`src/rtl/controlador_exploracao.sv`:
```
// controlador_exploracao
// Sequences one frontier search per novaPosicao request. The request flows
// through these steps:
//   1. Clear the search engine.
//   2. Start the engine with the free sectors enabled.
//   3. Wait for the engine, bounded by a timeout.
//   4. If the first attempt times out, retry once with every sector enabled.
//   5. Hand the destination to navigation with a valid/ready handshake.
//
// Ports
//   clock, reset          : rising-edge clock, synchronous active-high reset
//   novaPosicao           : request pulse; posicaoX/Y and setorBloqueado sampled with it
//   buscaReset            : one-cycle clear pulse to the engine
//   buscaNovoDado         : one-cycle start pulse to the engine
//   buscaEnable           : sector enables to the engine
//   buscaFinalizada       : engine done level
//   buscaDestinoX/Y       : engine result
//   destinoValido/Aceito  : valid/ready toward navigation
//   destinoX/Y            : delivered destination
//   erroTimeout           : sticky flag, both attempts timed out
//   exploracaoCompleta    : sticky flag, engine returned the robot's own cell
//   ocupado               : high whenever the controller is not idle
//
// Optional feature
//   Define CONTROLADOR_EXPLORACAO_ESTATISTICAS_EN to add the saturating
//   counters contadorSucessos and contadorTimeouts.
module controlador_exploracao #(
  parameter int unsigned tamanhoDistancia = 8,
  parameter int unsigned TimeoutCiclos    = 4096
) (
  input  logic                        clock,
  input  logic                        reset,
  input  logic                        novaPosicao,
  input  logic [tamanhoDistancia-1:0] posicaoX,
  input  logic [tamanhoDistancia-1:0] posicaoY,
  input  logic [3:0]                  setorBloqueado,
  output logic                        buscaReset,
  output logic                        buscaNovoDado,
  output logic [3:0]                  buscaEnable,
  input  logic                        buscaFinalizada,
  input  logic [tamanhoDistancia-1:0] buscaDestinoX,
  input  logic [tamanhoDistancia-1:0] buscaDestinoY,
  output logic                        destinoValido,
  input  logic                        destinoAceito,
  output logic [tamanhoDistancia-1:0] destinoX,
  output logic [tamanhoDistancia-1:0] destinoY,
  output logic                        erroTimeout,
  output logic                        exploracaoCompleta,
  output logic                        ocupado
`ifdef CONTROLADOR_EXPLORACAO_ESTATISTICAS_EN
  ,
  output logic [15:0]                 contadorSucessos,
  output logic [15:0]                 contadorTimeouts
`endif
);

  localparam int unsigned larguraContador = $clog2(TimeoutCiclos) + 1;

  localparam logic [2:0] IDLE    = 3'd0;
  localparam logic [2:0] LIMPA   = 3'd1;
  localparam logic [2:0] DISPARO = 3'd2;
  localparam logic [2:0] AGUARDA = 3'd3;
  localparam logic [2:0] ENTREGA = 3'd4;

  logic [2:0]                  estado;
  logic [2:0]                  estadoProximo;
  logic                        retentativaUsada;
  logic                        retentativaProxima;
  logic [larguraContador-1:0]  contador;
  logic [larguraContador-1:0]  contadorProximo;
  logic [tamanhoDistancia-1:0] posX;
  logic [tamanhoDistancia-1:0] posY;
  logic [tamanhoDistancia-1:0] posXProxima;
  logic [tamanhoDistancia-1:0] posYProxima;
  logic [3:0]                  mascara;
  logic [3:0]                  mascaraProxima;

  logic                        buscaResetProximo;
  logic                        buscaNovoDadoProximo;
  logic [3:0]                  buscaEnableProximo;
  logic [tamanhoDistancia-1:0] destinoXProximo;
  logic [tamanhoDistancia-1:0] destinoYProximo;
  logic                        erroTimeoutProximo;
  logic                        exploracaoCompletaProxima;

  logic                        timeoutAtingido;
  logic                        destinoIgualPosicao;

  // Last allowed waiting cycle of the current attempt.
  assign timeoutAtingido     = (contador == larguraContador'(TimeoutCiclos - 1));
  // Engine pointing back at the robot's own cell means nothing is left to explore.
  assign destinoIgualPosicao = (buscaDestinoX == posX) && (buscaDestinoY == posY);

  // Next-state and next-output logic.
  always_comb begin
    estadoProximo             = estado;
    retentativaProxima        = retentativaUsada;
    contadorProximo           = contador;
    posXProxima               = posX;
    posYProxima               = posY;
    mascaraProxima            = mascara;
    buscaEnableProximo        = buscaEnable;
    destinoXProximo           = destinoX;
    destinoYProximo           = destinoY;
    erroTimeoutProximo        = erroTimeout;
    exploracaoCompletaProxima = exploracaoCompleta;

    case (estado)
      IDLE: begin
        if (novaPosicao) begin
          posXProxima               = posicaoX;
          posYProxima               = posicaoY;
          mascaraProxima            = setorBloqueado;
          // A fully blocked mask makes the first attempt pointless.
          retentativaProxima        = &setorBloqueado;
          erroTimeoutProximo        = 1'b0;
          exploracaoCompletaProxima = 1'b0;
          estadoProximo             = LIMPA;
        end
      end

      LIMPA: begin
        // Enables take effect together with the start pulse.
        buscaEnableProximo = retentativaUsada ? 4'b1111 : ~mascara;
        estadoProximo      = DISPARO;
      end

      DISPARO: begin
        contadorProximo = '0;
        estadoProximo   = AGUARDA;
      end

      AGUARDA: begin
        // A result in the timeout cycle still counts as success.
        if (buscaFinalizada) begin
          destinoXProximo = buscaDestinoX;
          destinoYProximo = buscaDestinoY;
          if (destinoIgualPosicao) begin
            exploracaoCompletaProxima = 1'b1;
            estadoProximo             = IDLE;
          end else begin
            estadoProximo = ENTREGA;
          end
        end else if (timeoutAtingido) begin
          if (!retentativaUsada) begin
            retentativaProxima = 1'b1;
            estadoProximo      = LIMPA;
          end else begin
            erroTimeoutProximo = 1'b1;
            estadoProximo      = IDLE;
          end
        end else begin
          // Never wraps: the timeout fires before the counter tops out.
          contadorProximo = contador + larguraContador'(1);
        end
      end

      ENTREGA: begin
        if (destinoAceito) begin
          estadoProximo = IDLE;
        end
      end

      default: begin
        estadoProximo = IDLE;
      end
    endcase

    // Enables are only meaningful while an attempt is live.
    if ((estadoProximo == IDLE) || (estadoProximo == LIMPA)) begin
      buscaEnableProximo = 4'b0000;
    end

    buscaResetProximo    = (estadoProximo == LIMPA);
    buscaNovoDadoProximo = (estadoProximo == DISPARO);
  end

  // State and registered outputs.
  always_ff @(posedge clock) begin
    if (reset) begin
      estado             <= IDLE;
      retentativaUsada   <= 1'b0;
      contador           <= '0;
      posX               <= '0;
      posY               <= '0;
      mascara            <= '0;
      buscaReset         <= 1'b0;
      buscaNovoDado      <= 1'b0;
      buscaEnable        <= 4'b0000;
      destinoValido      <= 1'b0;
      destinoX           <= '0;
      destinoY           <= '0;
      erroTimeout        <= 1'b0;
      exploracaoCompleta <= 1'b0;
      ocupado            <= 1'b0;
    end else begin
      estado             <= estadoProximo;
      retentativaUsada   <= retentativaProxima;
      contador           <= contadorProximo;
      posX               <= posXProxima;
      posY               <= posYProxima;
      mascara            <= mascaraProxima;
      buscaReset         <= buscaResetProximo;
      buscaNovoDado      <= buscaNovoDadoProximo;
      buscaEnable        <= buscaEnableProximo;
      destinoValido      <= (estadoProximo == ENTREGA);
      destinoX           <= destinoXProximo;
      destinoY           <= destinoYProximo;
      erroTimeout        <= erroTimeoutProximo;
      exploracaoCompleta <= exploracaoCompletaProxima;
      ocupado            <= (estadoProximo != IDLE);
    end
  end

`ifdef CONTROLADOR_EXPLORACAO_ESTATISTICAS_EN
  logic eventoSucesso;
  logic eventoTimeout;

  assign eventoSucesso = destinoValido && destinoAceito;
  assign eventoTimeout = (estado == AGUARDA) && !buscaFinalizada &&
                         timeoutAtingido && retentativaUsada;

  // Saturating handshake and timeout counters.
  always_ff @(posedge clock) begin
    if (reset) begin
      contadorSucessos <= 16'h0000;
      contadorTimeouts <= 16'h0000;
    end else begin
      if (eventoSucesso && (contadorSucessos != 16'hFFFF)) begin
        contadorSucessos <= contadorSucessos + 16'd1;
      end
      if (eventoTimeout && (contadorTimeouts != 16'hFFFF)) begin
        contadorTimeouts <= contadorTimeouts + 16'd1;
      end
    end
  end
`endif

endmodule

```
`config.mk`:
```
export PLATFORM = sky130hd
export DESIGN_NAME = controlador_exploracao
export DESIGN_NICKNAME = d
export VERILOG_FILES = /design/src/rtl/controlador_exploracao.sv
export SDC_FILE = /design/constraint.sdc
export NUM_CORES = 1
export LEC_CHECK = 0
export BUFFER_PORTS_ARGS = -buffer_cell sky130_fd_sc_hd__clkbuf_2
export CAP_MARGIN = 20
export CORE_MARGIN = 2
export CORE_UTILIZATION = 40
export DETAILED_ROUTE_END_ITERATION = 10
export HOLD_SLACK_MARGIN = 0.02
export PLACE_DENSITY = 0.7
export SETUP_SLACK_MARGIN = 0.15
export SLEW_MARGIN = 25
export SYNTH_ARGS = -nofsm -noshare
export SYNTH_HDL_FRONTEND = slang
export SYNTH_SLANG_ARGS = --single-unit
export TNS_END_PERCENT = 10
```
`constraint.sdc`:
```
create_clock -name clock -period 2.5 [get_ports clock]
set_input_delay 0.25 -clock clock [delete_from_list [all_inputs] [get_ports clock]]
set_output_delay 0.25 -clock clock [all_outputs]
set_load 0.1 [all_outputs]
```
# Word-level counts from Yosys, hierarchy flattened
# Cells that the tools add are included.
# word_totals
register_bits	63
elab_cells	72
# classes
addsub	1
eq_ne	17
n_mux	23
bitwise	1
n_reduce_logical	15
# op_table
operator	count
$mux 13	2
$pmux 13 s2	1
$eq 8x8->1	2
$mux 3	5
$pmux 3 s5	1
$ne 2x2->1 const B	7
$add 13x1->13 const B	1
$eq 13x12->1 const B	1
$reduce_and 4->1	3
$mux 1	10
$eq 3x2->1 const B	3
$eq 3x1->1 const B	2
$eq 3x3->1 const B	2
$logic_not 3->1	2
$pmux 1 s2	3
$reduce_and 5->1	1
$mux 4	1
$not 4->4	1
$reduce_and 2->1	2
$reduce_bool 2->1	2
$reduce_and 3->1	1
$reduce_bool 3->1	1
$reduce_or 2->1	1
$logic_and 1x1->1	1
$logic_or 1x1->1	1

# Logic depth before layout (Yosys ltp)
# Gate-level depths: netlist of the first run.
# depth
word_depth	8
mapped_depth	7
depth_no_buf	6

# Worst setup path after synthesis of the first run
# No wires, ideal clock.
# synth_timing
kind	reg2reg
start	register contador[0]
end	register retentativaUsada
setup_ns	0.131
arrival_ns	1.407
required_time_ns	2.369
path_slack_ns	0.962
stages_incl_launch_ff	8
synth_period_minus_slack_ns	1.538
cell_sequence	dfxtp_1 > ha_1 > and3_1 > and4_4 > buf_6 > a31o_2 > a21oi_1 > nor3_1
# synth_via
elab_chain_cells	3
# synth_lines
element	line_no	source
start, declared	69	logic [larguraContador-1:0] contador;
start signal, assigned	199	contador <= contadorProximo;
$eq 13x12->1	90	assign timeoutAtingido = (contador == larguraContador'(TimeoutCiclos - 1));
$ne 2x2->1 (no source line)	-	
$reduce_and 4->1 (no source line)	-	
end signal, assigned	198	retentativaUsada <= retentativaProxima;
end, declared	67	logic retentativaUsada;
# No other way between the ends.
# A chain may end at the register's enable or synchronous reset.

# Worst setup path in the final report of the first run
# layout_timing
start	register estado[0]
end	register retentativaUsada
# layout_via
elab_chain_cells	3
word_cells_on_any_way	8
# layout_lines
element	line_no	source
start, declared	65	logic [2:0] estado;
start signal, assigned	197	estado <= estadoProximo;
$eq 3x2->1 / $logic_not 3->1 (equally long branches)	108	case (estado)
$ne 2x2->1 (no source line) / $reduce_bool 2->1 (equally long branches)	-	
$reduce_and 4->1 (no source line)	-	
# Several ways; a longest one is shown, not always the timed one.

==> run summary, run 1 <==
Clk slew on worst S/H paths = 70 ps
Hold WS = 127 ps
Top-count cell post-synth = nand2_1
CTS tree = built
Peak Freq = 550 MHz
Cells along the critical path = or2_1 > or3b_4 > a41oi_1 > nor3_1
Antenna-violating nets left = 0
Area Overhead vs Synth = 18.6%
Overflow after GRT = 0
Share of layout cells above drive strength 1 = 25.2%
Die Width = 87.4 µm
Total wire length = 6380 µm
CP max stage cell = or3b_4
Final Setup Violations = 0
Initial antenna violation count = 0
Final period util = 72.7%
Final net count = 434
Fin area = 0.00330 mm²
Post-synth top cells = nand2_1, dfxtp_1, a21oi_1, xor2_1, nor2_1
ANT cells = 0
GPL Wtd Cong = 0.812
Row Count = 30
Net Count, Synth = 373
Post-CTS resize count = 0
HPWL Detailed = 4480 µm
Root buffer cell = clkbuf_8
Sw frac = 29.3%
Element type at the critical path end = flop
GRT Util Overall = 17.4%
Clock share of power = 37.7%
Cell accounting for the most synthesized area = dfxtp_1
Gate power share = 14.8%
Drt pass-1 iters = 4
Synth Flop Type = dfxtp_1
WL/cell = 13.4 µm
Final Hold Viols = 0
Pint = 1.60 mW
Power Dens Cells = 687 mW/mm²
Highest routed layer = met4
Status = finished clean
Worst hold path class = input port to flop
CP arrival = 2020 ps
Chip height = 87.4 µm
H-Tree Depth = 3
Core Box Area = 0.00676 mm²
Synth area leaders = dfxtp_1, nand2_1, a21oi_1
Worst IR Drop VDD = 0.374 mV
First-pass GRT wire length = 10400 µm
Syn. warnings = 0
Routed wl met2 = 2950 µm
Longest Clk Path Bufs = 2
Asr flop ratio synth = 0%
Seq/Total Area, Yosys = 45.3%
Number of remaining DRC errors = 0
Crit Path Max Fanout = 22
Library cells used by synthesis = 43
Met3 wire len = 294 µm
Max Cap Viol = 0
Yosys top cell area share = 45.3%
Buf/Inv on CP = 0
EDFF count, synth = 0
DRT met1 WL = 2970 µm
Relative slew slack = 63.0%
Syn_area_per_cell = 8.41 µm²
Placed Area = 0.00311 mm²
Seq cells post-synth = 63
RSZ-0062 raised after global routing = no
Required @ worst endpoint = 2710 ps
Pwr Total = 2.27 mW
Psw = 664 µW
Clock Skews = 7.92 ps
Largest net degree at the start of global routing = 44
Via Count = 2427
Nature of the critical path startpoint = flop
Cell Area, Synth = 0.00279 mm²
I/O pin count = 67
Setup_tns = 0 ps
Iter 0 DRT Violations = 134
Buffers on Ports = 66
Number of buffers created by CTS = 9
Postcts setup bufs = 0
Reg power frac = 47.5%
Family with the most delay on the worst path = simple AND/OR/NAND/NOR gates
Initial Utilization = 41.2%
Slowest stage delay, CP = 540 ps
Worst Tran Pin Value = 557 ps
Vias in the first global route = 2317
Slew Limit Fails = 0
Clk_lat worst skew = 340 ps
Static Leak = 1.35 nW
Post-cts hold buffer count = 0
Critical setup path kind = flop to flop
CTS Sinks = 63
Vias per cell = 5.09
Post-Syn Instances = 331
Period minus WS final = 1820 ps
Total die area = 0.00765 mm²
worst paths after layout:
| kind | start | to | slack [ps] | depth (start not counted) |
|---|---|---|---|---|
| setup / recovery | estado[0] | retentativaUsada | 680 | 4 |
| hold / removal | posicaoX[0] | posX[0] | 130 | 3 |
| hold reg to reg | destinoY[5] | destinoY[5] | 460 | 2 |
| setup reg to reg | estado[0] | retentativaUsada | 680 | 4 |
logic make-up after synthesis:
family	Yosys count	synth area share, %
simple gates	144	25.2
compound gates	72	15.4
flops	63	45.3
buf+inv	26	5.79
xor+xnor	25	7.86
fa+ha+maj	1	0.449
per-layer routing:
| metal | vias up | global-route usage [%] |
|---|---|---|
| met5 | - | 0 |
| met4 | 0 | 6.43 |
| met3 | 14 | 5.88 |
| met2 | 60 | 28.0 |
| met1 | 1099 | 21.4 |
| li1 | 1254 | - |
power groups by stage:
| stage | logic [mW] | registers [mW] | clock network [mW] |
|---|---|---|---|
| 2_1_floorplan | 0.178 | 1.18 | 0 |
| 3_3_place_gp | 0.334 | 1.10 | 0 |
| 6_report | 0.336 | 1.08 | 0.854 |
| 5_1_grt | 0.368 | 1.08 | 0.919 |
| 3_5_place_dp | 0.336 | 1.10 | 0 |
| 4_1_cts | 0.339 | 1.08 | 0.879 |
through the flow:
step,instances,util [%],setup slack [ps]
after floorplan,331,-,962
after global placement,461,46.1,723
after detailed placement,461,46.1,697
after CTS,477,48.9,664
after global routing,477,48.9,550
final,477,48.9,683
worst reg2reg max path, cell delays in order (launching register included):
cell,delay [ps]
dfxtp_1,430
or2_1,370
or3b_4,540
a41oi_1,260
nor3_1,90
flip-flops by register name (all words and copies together) (netlist names):
| register | flops |
|---|---|
| buscaNovoDado | 1 |
| buscaEnable | 4 |
| buscaReset | 1 |
| posX | 8 |
| contador | 13 |
| estado | 3 |
| destinoX | 8 |
| mascara | 4 |
| posY | 8 |
| exploracaoCompleta | 1 |
| retentativaUsada | 1 |
| destinoY | 8 |
| ocupado | 1 |
| destinoValido | 1 |
| erroTimeout | 1 |
placed cells by master, fill, tap and decap left out, types with 3 or more instances in the layout:
master / n
clkinv_2: 3
clkbuf_2: 66
nor2_1: 11
and3_1: 4
inv_1: 4
xor2_1: 20
xnor2_1: 5
o21ai_0: 8
nor4_1: 5
a21oi_1: 47
nand4_1: 4
nand2_1: 81
nand3_1: 10
nor3_1: 6
clkbuf_8: 9
dfxtp_1: 63
a31oi_1: 3
a211oi_2: 4
nand3b_1: 4
buf_4: 6
nor2b_1: 4
cell type report:
cell class | count | area (µm²)
fill | 689 | 3450
sequential | 63 | 1260
clock buffer | 10 | 128
clock inverter | 6 | 61.3
tap | 80 | 100
multi-input combinational | 242 | 1360
inverter | 4 | 15.0
timing repair buffer | 72 | 375
Note: power is estimated with default switching activity, not from simulation.
==> run 2: changes to the inputs <==
--- a/config.mk
+++ b/config.mk
@@ -5,13 +5,14 @@
 export SDC_FILE = /design/constraint.sdc
 export NUM_CORES = 1
 export LEC_CHECK = 0
+export ABC_AREA = 1
 export BUFFER_PORTS_ARGS = -buffer_cell sky130_fd_sc_hd__clkbuf_2
 export CAP_MARGIN = 20
 export CORE_MARGIN = 2
 export CORE_UTILIZATION = 40
 export DETAILED_ROUTE_END_ITERATION = 10
 export HOLD_SLACK_MARGIN = 0.02
-export PLACE_DENSITY = 0.7
+export PLACE_DENSITY = 0.72
 export SETUP_SLACK_MARGIN = 0.15
 export SLEW_MARGIN = 25
 export SYNTH_ARGS = -nofsm -noshare
==> constraint.sdc (replaced) <==
create_clock -name clock -period 1.65 [get_ports clock]
set_input_delay 0.165 -clock clock [delete_from_list [all_inputs] [get_ports clock]]
set_output_delay 0.165 -clock clock [all_outputs]
set_load 0.1 [all_outputs]
==> run summary, run 2 <==
Status = finished clean
Vias in the first global route = 2756
Final Setup Violations = 0
Commonest non-fill, non-tap cell in the layout = nand2_1
Reg area = 0.00127 mm²
Largest net degree at the start of global routing = 31
Slew Limit Fails = 0
Vias per cell = 4.82
Synth area leaders = dfxtp_1, nand2_1, nor2_1
Static Leak = 1.83 nW
Antenna-violating nets left = 0
Overflow after GRT = 0
Number of buffers created by CTS = 9
Hold WS = 70.8 ps
Final Hold Viols = 0
Relative slew slack = 63.3%
Drt pass-1 iters = 4
Top-count cell post-synth = nand2_1
Most frequent cells in the layout = nand2_1, nor2_1, clkbuf_2
Syn_area_per_cell = 6.82 µm²
Row Count = 31
Clock share of power = 35.9%
Setup_tns = 0 ps
CP arrival = 1850 ps
Total die area = 0.00796 mm²
Yosys top cell area share = 43.4%
Net Count, Synth = 468
Largest register FFs = 13
H-Tree Depth = 3
Buffers on Ports = 66
Final period util = 95.2%
Peak Freq = 637 MHz
Top reg by flops = contador
Multi-input gate area = 0.00142 mm²
Gate power share = 22.4%
Worst Tran Pin Value = 553 ps
Initial Utilization = 40.7%
Area Overhead vs Synth = 30.6%
Longest Clk Path Bufs = 2
Total wire length = 7530 µm
EDFF count, synth = 0
Max Cap Viol = 0
Seq cells post-synth = 63
WL/cell = 12.1 µm
Worst R2R Setup Slack = 80 ps
Power Dens Cells = 1080 mW/mm²
Required @ worst endpoint = 1930 ps
Critical setup path kind = flop to flop
Cell accounting for the most synthesized area = dfxtp_1
CP max stage cell = dfxtp_2
Synth Flop Type = dfxtp_1
CTS Sinks = 63
Slowest stage delay, CP = 350 ps
Sw frac = 31.4%
Root buffer cell = clkbuf_8
Syn. warnings = 0
Die Width = 89.2 µm
RSZ-0062 raised after global routing = yes
Iter 0 DRT Violations = 142
Worst IR Drop VDD = 0.627 mV
First-pass GRT wire length = 12300 µm
Initial antenna violation count = 0
Critical Path Most Common Cell = nand2_4
Post-cts hold buffer count = 0
Post-synth top cells = nand2_1, nor2_1, dfxtp_1, inv_1, a21oi_1
Psw = 1.28 mW
Final net count = 560
Clk slew on worst S/H paths = 70 ps
Seq/Total Area, Yosys = 43.4%
ANT cells = 0
Post-Syn Instances = 426
CTS tree = built
Worst hold path class = input port to flop
Crit Path Max Fanout = 4
Nature of the critical path startpoint = flop
Core Box Area = 0.00714 mm²
GRT Util Overall = 20.3%
Period minus WS final = 1570 ps
Clk_lat worst skew = 340 ps
Share of layout cells above drive strength 1 = 26.4%
Element type at the critical path end = flop
Library cells used by synthesis = 32
Fillers = 718
Number of remaining DRC errors = 0
GPL Wtd Cong = 0.931
Asr flop ratio synth = 0%
Via Count = 2992
Cell Area, Synth = 0.00291 mm²
Cells along the critical path = ha_4 > nand2_2 > inv_2 > nand2_4 > nor2_4 > nand4_4 > buf_6 > nand2_4 > buf_4 > o21ai_2 > a21oi_2
Reg power frac = 41.7%
Clock Skews = 6.73 ps
Chip height = 89.2 µm
Pint = 2.80 mW
I/O pin count = 67
HPWL Detailed = 5200 µm
## run 2: layout make-up
cell class | count | share of cell area (%)
multi-input combinational | 296 | 37.3
sequential | 63 | 33.4
timing repair buffer | 91 | 14.6
inverter | 56 | 5.70
clock buffer | 11 | 3.72
tap | 99 | 3.26
clock inverter | 4 | 1.85
timing repair inverter | 1 | 0.132
## run 2: worst paths after layout
check	depth (start not counted)	from	end
setup reg to reg	11	contador[0]	contador[4]
hold reg to reg	2	destinoX[0]	destinoX[0]
setup / recovery	11	contador[0]	contador[4]
hold / removal	3	buscaDestinoX[2]	destinoX[2]
## run 2: metrics by stage
step           std cells  power [mW]  utilization (%)  worst slack (ps)  instance area (µm²)
6_report             621        4.08             53.2              79.3                 3800
3_5_place_dp         594        2.58             48.4              49.5                 3450
2_1_floorplan        426        2.36                -               162                 2920
4_1_cts              618        4.09             52.7               124                 3760
5_1_grt              621        4.29             53.2              15.8                 3800
3_3_place_gp         594        2.57             48.4              86.2                 3450
## run 2: kinds of logic after synthesis
| family | share of synthesized area [%] |
|---|---|
| XOR/XNOR | 0.301 |
| flip-flops | 43.4 |
| AO/OA/AOI/OAI | 16.0 |
| AND/OR/NAND/NOR | 30.6 |
| adder cells (fa/ha/maj) | 0.430 |
| buffers and inverters | 9.34 |
## run 2: power groups by stage
stage / combinational (mW) / clock (mW) / sequential (mW)
floorplan: 0.415 / 0 / 1.94
global placement: 0.837 / 0 / 1.73
detailed placement: 0.846 / 0 / 1.74
CTS: 0.899 / 1.49 / 1.70
global route: 1.01 / 1.56 / 1.72
finish: 0.916 / 1.47 / 1.70
## run 2: what timing repair did
item / in CTS / in global routing
gates resized for setup: 7 / 5
endpoints found under the setup margin: 28 / 31
setup buffers: 8 / 2
gates cloned: 1 / 1
hold endpoints to repair: 0 / 0
pin swaps: 7 / 3
## run 2: critical path, delay by kind of cell (launching register included)
family,cells,cell delay [ps]
compound gates,2,170
fa+ha+maj,1,140
buf+inv,3,350
flops,1,350
simple gates,5,490
## run 2: per-layer routing
metal,global-route usage [%],share of wire (%),wire length (µm),vias to the layer above
li1,-,-,-,1530
met1,23.6,42,3170,1328
met2,33.5,48,3590,108
met3,6.19,6.6,500,26
met4,10.7,3.6,268,0
met5,0,0,0,-
